File: config.mk
export PLATFORM = sky130hd
export DESIGN_NAME = gpr_wb_arbiter
export DESIGN_NICKNAME = d
export VERILOG_FILES = /design/src/rtl/gpr_wb_pkg.sv /design/src/rtl/wb_fifo.sv /design/src/rtl/gpr_wb_arbiter.sv
export SDC_FILE = /design/constraint.sdc
export NUM_CORES = 1
export LEC_CHECK = 0
export CORE_MARGIN = 4
export CORE_UTILIZATION = 50
export DETAILED_ROUTE_END_ITERATION = 8
export PLACE_DENSITY = 0.8
export SLEW_MARGIN = 20
export SYNTH_ARGS = -nofsm -noshare
export SYNTH_HDL_FRONTEND = slang
export SYNTH_HIERARCHICAL = 1
export SYNTH_SLANG_ARGS = --single-unit
File: constraint.sdc
create_clock -name clk -period 5.45 [get_ports clk]
set_input_delay 1.09 -clock clk [delete_from_list [all_inputs] [get_ports clk]]
set_output_delay 1.09 -clock clk [all_outputs]
set_load 0.02 [all_outputs]
File: src/rtl/gpr_wb_pkg.sv
// Shared types for the GPR writeback arbiter and its result FIFO.
package gpr_wb_pkg;

  typedef logic [4:0]  reg_addr_t;
  typedef logic [31:0] word_t;

  typedef struct packed {
    reg_addr_t addr;
    word_t     data;
  } wb_entry_t;

  typedef enum logic [1:0] {
    WB_NONE,
    WB_PIPE,
    WB_LU
  } wb_src_e;

  // One-hot decode of a register number, used to build the pending mask.
  function automatic logic [31:0] addr_onehot(input reg_addr_t a);
    return 32'h1 << a;
  endfunction

endpackage

File: src/rtl/wb_fifo.sv
// Synchronous FIFO of writeback entries. Every slot and its valid bit are
// exposed so the parent can build the pending-destination mask.
module wb_fifo
  import gpr_wb_pkg::*;
#(
  parameter int DEPTH = 4
) (
  input  logic                      clk,
  input  logic                      rst,
  input  logic                      push_i,
  input  wb_entry_t                 push_entry_i,
  input  logic                      pop_i,
  output wb_entry_t                 head_o,
  output logic [$clog2(DEPTH):0]    count_o,
  output wb_entry_t [DEPTH-1:0]     entries_o,
  output logic [DEPTH-1:0]          valid_o
);

  localparam int PW = $clog2(DEPTH);
  localparam int CW = PW + 1;

  wb_entry_t [DEPTH-1:0] mem_q;
  logic [DEPTH-1:0]      vld_q;
  logic [PW-1:0]         wr_q, rd_q;
  logic [CW-1:0]         cnt_q, cnt_d;

  // Occupancy bookkeeping; push and pop are pre-qualified by the parent.
  always_comb begin
    cnt_d = cnt_q;
    case ({push_i, pop_i})
      2'b10:   cnt_d = cnt_q + CW'(1);
      2'b01:   cnt_d = cnt_q - CW'(1);
      default: cnt_d = cnt_q;
    endcase
  end

  // Pointers, count and per-slot valid bits; pointers wrap as DEPTH is a power of 2.
  always_ff @(posedge clk or posedge rst) begin
    if (rst) begin
      wr_q  <= '0;
      rd_q  <= '0;
      cnt_q <= '0;
      vld_q <= '0;
    end else begin
      cnt_q <= cnt_d;
      if (push_i) begin
        wr_q        <= wr_q + PW'(1);
        vld_q[wr_q] <= 1'b1;
      end
      if (pop_i) begin
        rd_q        <= rd_q + PW'(1);
        vld_q[rd_q] <= 1'b0;
      end
    end
  end

  // Payload storage; contents are meaningless unless the matching valid bit is set.
  always_ff @(posedge clk or posedge rst) begin
    if (rst) mem_q <= '0;
    else if (push_i) mem_q[wr_q] <= push_entry_i;
  end

  assign head_o    = mem_q[rd_q];
  assign count_o   = cnt_q;
  assign entries_o = mem_q;
  assign valid_o   = vld_q;

endmodule

File: src/rtl/gpr_wb_arbiter.sv
// GPR write-port arbiter: pipeline writeback has priority, long-latency
// results queue in a FIFO and drain on idle cycles or when starved.
// Optional macro GPR_WB_TRACE_EN adds a simulation trace of issued writes.
module gpr_wb_arbiter
  import gpr_wb_pkg::*;
#(
  parameter int DEPTH    = 4,
  parameter int MAX_WAIT = 8
) (
  input  logic                   clk,
  input  logic                   rst,
  input  logic                   pipe_we,
  input  logic [4:0]             pipe_addr,
  input  logic [31:0]            pipe_data,
  input  logic                   lu_valid,
  output logic                   lu_ready,
  input  logic [4:0]             lu_addr,
  input  logic [31:0]            lu_data,
  output logic                   pipe_stall,
  output logic [31:0]            busy_mask,
  output logic [$clog2(DEPTH):0] fifo_count,
  output logic                   RegWrite,
  output logic [4:0]             A3,
  output logic [31:0]            Wd
);

  localparam int CW = $clog2(DEPTH) + 1;
  localparam int WW = $clog2(MAX_WAIT + 1);

  wb_entry_t             head;
  wb_entry_t [DEPTH-1:0] entries;
  logic [DEPTH-1:0]      valid;
  logic [CW-1:0]         count;
  logic                  empty, push, pop;
  wb_src_e               src;

  logic [WW-1:0]         wait_cnt_q, wait_cnt_d;
  logic                  regwrite_q;
  reg_addr_t             a3_q;
  word_t                 wd_q;

  // Ready depends only on registered occupancy, so a full FIFO never
  // accepts even when it drains in the same cycle.
  assign empty    = (count == '0);
  assign lu_ready = (count < CW'(DEPTH));
  assign push     = lu_valid && lu_ready && (lu_addr != '0);

  wb_fifo #(.DEPTH(DEPTH)) u_fifo (
    .clk          (clk),
    .rst          (rst),
    .push_i       (push),
    .push_entry_i ('{addr: lu_addr, data: lu_data}),
    .pop_i        (pop),
    .head_o       (head),
    .count_o      (count),
    .entries_o    (entries),
    .valid_o      (valid)
  );

  assign pipe_stall = (wait_cnt_q == WW'(MAX_WAIT));

  // Grant: a forced drain beats the pipeline, zero-register pipeline writes are dropped.
  always_comb begin
    src = WB_NONE;
    if (pipe_stall)                          src = empty ? WB_NONE : WB_LU;
    else if (pipe_we && (pipe_addr != '0))   src = WB_PIPE;
    else if (!empty)                         src = WB_LU;
  end

  assign pop = (src == WB_LU);

  // Starvation count restarts whenever the head issues or nothing is queued.
  always_comb begin
    wait_cnt_d = wait_cnt_q + WW'(1);
    if (empty || pop) wait_cnt_d = '0;
  end

  // Pending destinations: every live FIFO slot marks its register.
  always_comb begin
    busy_mask = '0;
    for (int i = 0; i < DEPTH; i++)
      if (valid[i]) busy_mask |= addr_onehot(entries[i].addr);
    busy_mask[0] = 1'b0;
  end

  // Starvation counter register.
  always_ff @(posedge clk or posedge rst) begin
    if (rst) wait_cnt_q <= '0;
    else     wait_cnt_q <= wait_cnt_d;
  end

  // GPR write port registers; address and data hold when nothing is granted.
  always_ff @(posedge clk or posedge rst) begin
    if (rst) begin
      regwrite_q <= 1'b0;
      a3_q       <= '0;
      wd_q       <= '0;
    end else begin
      regwrite_q <= (src != WB_NONE);
      case (src)
        WB_PIPE: begin
          a3_q <= pipe_addr;
          wd_q <= pipe_data;
        end
        WB_LU: begin
          a3_q <= head.addr;
          wd_q <= head.data;
        end
        default: ;
      endcase
    end
  end

  assign RegWrite   = regwrite_q;
  assign A3         = a3_q;
  assign Wd         = wd_q;
  assign fifo_count = count;

`ifdef GPR_WB_TRACE_EN
  // Simulation trace of each write as it is granted.
  always @(posedge clk) begin
    if (!rst) begin
      if (src == WB_PIPE) $display("WB -- PIPE: %d <- %h", pipe_addr, pipe_data);
      if (src == WB_LU)   $display("WB -- LU: %d <- %h", head.addr, head.data);
      if (pipe_stall)     $display("WB -- stall: forced LU drain, pipeline held");
    end
  end
`endif

endmodule

==> results of run 1 <==
-- synthesized netlist by cell type, drive strengths merged (5+ instances only) --
master / instances / area (um2)
mux2: 149 / 1900
dfrtp: 201 / 5030
nand4b: 9 / 78.8
a2bb2oi: 6 / 52.6
o211ai: 5 / 42.5
o22ai: 6 / 37.5
ha: 13 / 163
inv: 14 / 52.6
clkbuf: 15 / 58.8
nor2: 13 / 48.8
nor2b: 6 / 37.5
o21ai: 39 / 195
a22oi: 11 / 82.6
mux2i: 37 / 370
nand3b: 5 / 37.5
o221ai: 21 / 184
a21oi: 8 / 40.0
nand2: 52 / 233
mux4: 37 / 833
nand2b: 7 / 43.8
and4bb: 6 / 75.1
buf: 31 / 270
-- power by group through the flow --
stage               clock [mW]  sequential (mW)  combinational, mW
floorplan                    0             2.81               2.38
global placement             0             2.89               3.29
detailed placement           0             2.93               3.35
CTS                       1.48             2.92               3.37
global route              1.55             3.04               3.59
finish                    1.45             2.93               3.35
-- stage by stage --
step	instance area [um2]	instances	hold WS, ps	total power [mW]
2_1_floorplan	10300	742	450	5.19
3_3_place_gp	11900	1122	463	6.18
3_5_place_dp	11900	1122	473	6.28
4_1_cts	12600	1161	487	7.77
5_1_grt	12600	1161	499	8.18
6_report	12600	1161	482	7.74
-- sequential cells by signal (all words and copies together) (netlist names), 2 cells and up --
register / count
A3: 5
Wd: 32
u_fifo/count_o: 3
u_fifo/entries_o: 148
u_fifo/rd_q: 2
u_fifo/valid_o: 4
u_fifo/wr_q: 2
wait_cnt_q: 4
-- worst max-delay path, stage by stage (launching register included) --
cell	delay, ps
dfrtp_1	500
nor2b_1	540
o2bb2a_1	290
o221ai_1	90
clkdlybuf4s50_1	650
-- layer usage --
metal,track usage,part of all wire,routed length [um],vias up
met1,0.305,0.44,10800,3431
met4,0.0548,0.023,558,0
met2,0.345,0.47,11700,244
met5,0,0,0,-
li1,-,-,-,3068
met3,0.0410,0.067,1660,39
-- how the worst max path moves through the flow --
stage	startpoint	to	slack [ps]
final	u_fifo/entries_o[71]$_DFFE_PP0P_	busy_mask[7]	1790
after global routing	u_fifo/entries_o[71]$_DFFE_PP0P_	busy_mask[7]	1640
after detailed placement	lu_addr[1]	u_fifo/entries_o[6]$_DFFE_PP0P_	1450
after global placement	lu_addr[1]	u_fifo/entries_o[12]$_DFFE_PP0P_	1520
after floorplan	rst	u_fifo/count_o[0]$_DFFE_PP0P_	70
after CTS	u_fifo/entries_o[71]$_DFFE_PP0P_	busy_mask[7]	1840
-- cell type report --
type	instances	area (um2)
well taps	270	338
repair buffers	156	1550
clock inverters	6	58.8
flip-flops and latches	201	5030
clock buffers	33	653
fillers	1510	7640
inverters	14	58.8
multi-input cells	481	4900
-- cell families (layout without fill, tap and decap cells) --
group | after synthesis | in the layout
mux | 223 | 223
xor+xnor | 7 | 7
compound gates | 113 | 113
flops | 201 | 201
other cells | 1 | 1
fa+ha+maj | 14 | 14
simple gates | 123 | 123
buf+inv | 60 | 209
==> results.md, run 1 <==
- Status: finished, final reports clean
- Worst R2R Setup Slack: 2660 ps
- Post-Syn Area: 10300 um2
- Number of synthesized flops with an enable pin: 0
- Worst Setup Start Kind: register
- CP Data Required Time: 4360 ps
- Main synth FF type: dfrtp_1
- Synth Area in Simple Gates: 0.0729
- CTS buffer count: 22
- Drt total wl: approximately 25000 um
- Worst Hold Depth: 2
- Fmax: 273 MHz
- Area delta synth->final: 22.1%
- Largest family of logic cells by synthesized area: multiplexers
- First-pass GRT wire length: 39300 um
- Worst skew pair latency: 500 ps
- Gate Count Post-Synth: approximately 740
- CTS resizes: 0
- Initial antenna violation count: 0
- Final Util: 0.622
- Post-synthesis xor/xnor area fraction: 0.00595
- Most frequent cells in the layout: dfrtp_1 (199), clkdlybuf4s50_1 (151), mux2_2 (89), mux2_4 (60), nand2_1 (48)
- Reg2Reg Launch Point: u_fifo/count_o[2]$_DFFE_PP0P_
- Switching share of power: 0.354
- P_sw: approximately 2.7 mW
- Die Ht: 152 um
- Total core area: 20200 um2
- Final hold vios: 0
- Setup ws final: 1790 ps
- I/O pin count: roughly 150
- GPL Wtd Cong: 0.922
- Post-route antenna net violation count: 0
- Number of port buffers: roughly 150
- HP Class: reg2reg
- Number of diodes: 0
- Hold wc startpoint: Wd[26]$_DFFE_PP0P_
- R2R Path End: u_fifo/entries_o[23]$_DFFE_PP0P_
- Crit Path Category: reg2out
- Worst-path clk slew: around 60 ps
- Drt initial violations: 518
- Dpl ws: between 1000 and 1500 ps
- WP data arrival: 2570 ps
- Maximum vdd ir drop: roughly 0.32 mV
- Clock Path Buffers: 3
- Synth unique cells: 56
- Most common cell after layout, fill and taps aside: dfrtp_1
- Final setup viols: 0
- CP Max Fanout: 10
- Post-CTS Setup Bufs: 0
- Seq pwr share: 0.379
- Via count: 6782
- CTS hold repair buffers: 0
- Max transition margin: 0.286
- Wire length per cell: 21.3 um
- Initial Util: 0.509
- Register area share after synthesis: 0.488
- GRT Resource Usage Total: 0.215
- CTS root buf: clkbuf_16
- Vias in the first global route: about 7200
- Syn_area_per_cell: 13.9 um2
- Dpl hpwl: 16300 um
- Final #Nets: a little under 1000
- DRC: 0
- Worst r2r path cells: 4
- Post-layout minimum cycle time: 3660 ps
- Row Count: 52
- Clock sinks: 201
- Max H-tree Level: 1
- Via/cell ratio: just under 6
- Largest net degree at the start of global routing: about 120
- First-pass DRT Iterations: 5
- Layout cells sized above 1: 0.277
- Compound-Gate Fraction of Synth Area: 0.0767
- Worst Max-Slew Pin Slew: 1070 ps
- Max Cap Viol: 0
- Hold EP: Wd[26]$_DFFE_PP0P_
- Final period util: 0.671
- Syn_nets: 834
- Pins over their slew limit: 0
- FF+latch count, synth: 201
- CTS tree: done
- Lkg Pwr: 5.35 nW
- Yosys Warn Count: 6
- Power Density: 615 nW/um2
- Chip Width: between 150 and 200 um
- Clock share of power: 0.188
- Internal power: 5.00 mW
- Die Area: 23000 um2
- RSZ-0062 raised after global routing: false
- Congestion Overflow GR: 0
- Async set-or-reset flop fraction in the synthesized netlist: 1.00
- Adder-cell share of the synthesized area: 0.0177
- Mux share of post-synthesis cell area: 0.301
- Element type at the critical path end: primary output
- Clock skew: 16.2 ps
- Setup TNS: 0 ps
- Logic pwr share: 0.433
Power figures use the tool's default switching activity.
==> run 2: changes to the inputs <==
==> constraint.sdc (replaced) <==
create_clock -name clk -period 3 [get_ports clk]
set_input_delay 0.6 -clock clk [delete_from_list [all_inputs] [get_ports clk]]
set_output_delay 0.6 -clock clk [all_outputs]
set_load 0.02 [all_outputs]
==> results.md, run 2 (synthesis results as in run 1) <==
- Maximum vdd ir drop: 0.629 mV (+94%)
- Chip Width: 152 um (unchanged)
- Max H-tree Level: 1 (unchanged)
- Initial Util: 0.509 (unchanged)
- Clock Path Buffers: 3 (unchanged)
- GPL Wtd Cong: 0.979 (+6.2%)
- Hold WS: 481 ps (-1.09 ps)
- CTS buffer count: 21 (-4.5%)
- Most common cell after layout, fill and taps aside: dfrtp_1
- Logic pwr share: 0.447 (+0.014)
- Via count: 6962 (+2.7%)
- Number of port buffers: 151 (unchanged)
- P_sw: 5.06 mW (+85%)
- Internal power: 9.39 mW (+88%)
- GRT Resource Usage Total: 0.224 (+0.00911)
- Drt initial violations: 533 (+2.9%)
- WP data arrival: 2340 ps (-230 ps)
- Lkg Pwr: 5.73 nW (+7.1%)
- Via/cell ratio: 5.85 (about the same)
- # fillers: 1447 (-4.2%)
- Element type at the critical path end: primary output
- First-pass DRT Iterations: 5 (unchanged)
- Register area: 5040 um2 (+0.15%)
- Status: finished, final reports clean
- Fmax: 340 MHz
- CTS tree: done
- Final period util: 0.979
- Power, Total: 14.5 mW (+87%)
- Max transition margin: 0.651 (+0.365)
- Final setup viols: 0 (unchanged)
- I/O pin count: 153 (unchanged)
- Worst Max-Slew Pin Slew: 524 ps (-547 ps)
- Max Cap Viol: 0 (unchanged)
- First-pass GRT wire length: 40900 um (+4.1%)
- RSZ-0062 raised after global routing: false
- HP Class: reg2reg
- Drt total wl: 25800 um (+4.3%)
- Footprint of the multi-input gates: 4920 um2 (+0.33%)
- Switching share of power: 0.350 (-0.00361)
- Post-layout minimum cycle time: roughly 2900 ps
- Total core area: 20200 um2 (unchanged)
- Layout cells sized above 1: 0.315 (+0.0377)
- Crit Path Category: reg2out
- Final hold vios: 0 (unchanged)
- Worst R2R Setup Slack: 660 ps (-2000 ps)
- Die Ht: 152 um (unchanged)
- Clock sinks: 201 (unchanged)
- Vias in the first global route: 7429 (+3.0%)
- Number of diodes: 0 (unchanged)
- Row Count: 52 (unchanged)
- CP Max Fanout: 7 (-3)
- Wire length per cell: 21.6 um (+1.6%)
- Placed Cells: 1154 (+2.9%)
- Post-route insts no fill: 1191 (+2.6%)
- Max reg flops: 148 (unchanged)
- Largest net degree at the start of global routing: 80 (-30%)
- Final #Nets: 999 (+3.2%)
- CTS root buf: clkbuf_16
- Die Area: 23000 um2 (unchanged)
- CP Data Required Time: 2400 ps (-1960 ps)
- DRC: 0 (unchanged)
- Seq pwr share: 0.361 (-0.018)
- Dpl hpwl: 17600 um (+8.1%)
- CTS resizes: 7 (+7)
- Worst skew pair latency: 500 ps (about the same)
- Post-route antenna net violation count: 0 (unchanged)
- Pins over their slew limit: 0 (unchanged)
- Area delta synth->final: 26.8%
- CTS hold repair buffers: 0 (unchanged)
- Power Density: 1110 nW/um2 (+80%)
- Congestion Overflow GR: 0 (unchanged)
- Clock skew: 17.5 ps (+1.30 ps)
- Post-CTS Setup Bufs: 0 (unchanged)
- Initial antenna violation count: 0 (unchanged)
- Worst Setup Start Kind: register
- Most frequent cells in the layout: dfrtp_1 (193), clkdlybuf4s50_1 (139), mux2_2 (89), mux2_4 (60), nand2_1 (48)
- Worst-path clk slew: 60 ps (about the same)
- Clock share of power: 0.192 (+0.004)
[run 2: changes by cell type in the layout (fill, tap and decap cells not counted), sizes merged, moves of 4 or more]
| cell | change |
|---|---|
| dlymetal6s2s | +8 |
| clkdlybuf4s50 | -12 |
| dlygate4sd2 | +4 |
| buf | +32 |
| clkbuf | -5 |
[run 2: path summary, 6_finish.rpt]
| kind | startpoint | cells after the start | end |
|---|---|---|---|
| max | u_fifo/valid_o[2]$_DFF_PP0_ | 4 | busy_mask[2] |
| max reg2reg | wait_cnt_q[0]$_DFF_PP0_ | 11 | u_fifo/count_o[2]$_DFFE_PP0P_ |
| min | Wd[13]$_DFFE_PP0P_ | 2 | Wd[13]$_DFFE_PP0P_ |
| min in group asynchronous | rst | 2 | Wd[10]$_DFFE_PP0P_ |
| max in group asynchronous | rst | 3 | Wd[19]$_DFFE_PP0P_ |
| min reg2reg | Wd[13]$_DFFE_PP0P_ | 2 | Wd[13]$_DFFE_PP0P_ |
[run 2: power by group through the flow]
stage,sequential [mW],clock (mW),combinational (mW)
5_1_grt,5.41,2.94,6.90
6_report,5.22,2.77,6.46
4_1_cts,5.19,2.83,6.51
3_3_place_gp,5.12,0,6.35
2_1_floorplan,5.11,0,4.32
3_5_place_dp,5.19,0,6.46
[run 2: stage by stage]
step,util,TNS [ps],area [um2],setup slack [ps]
2_1_floorplan,-,0,10300,367
3_3_place_gp,0.607,-26.7,12300,-26.7
3_5_place_dp,0.607,-63.5,12300,-63.5
4_1_cts,0.644,0,13000,7.98
5_1_grt,0.646,0,13100,4.22
6_report,0.646,0,13100,63.1
[run 2: layout make-up]
| type | count | share of cell area |
|---|---|---|
| clock inverter | 9 | 0.0119 |
| clock buffer | 28 | 0.0445 |
| inverter | 14 | 0.00431 |
| tap | 270 | 0.0259 |
| multi-input combinational | 481 | 0.376 |
| sequential | 201 | 0.386 |
| timing repair buffer | 188 | 0.151 |
[run 2: critical path: stages, from the launching register on]
cell	delay, ps
dfrtp_1	490
nor2b_1	260
nand3b_1	180
o221ai_1	270
clkdlybuf4s50_1	650
[run 2: metal layers]
layer / wire length (um) / up-vias / GRT usage
met5: 0 / - / 0
met3: 1400 / 46 / 0.0327
li1: - / 3130 / -
met2: 12700 / 231 / 0.377
met1: 11100 / 3555 / 0.312
met4: 566 / 0 / 0.0526
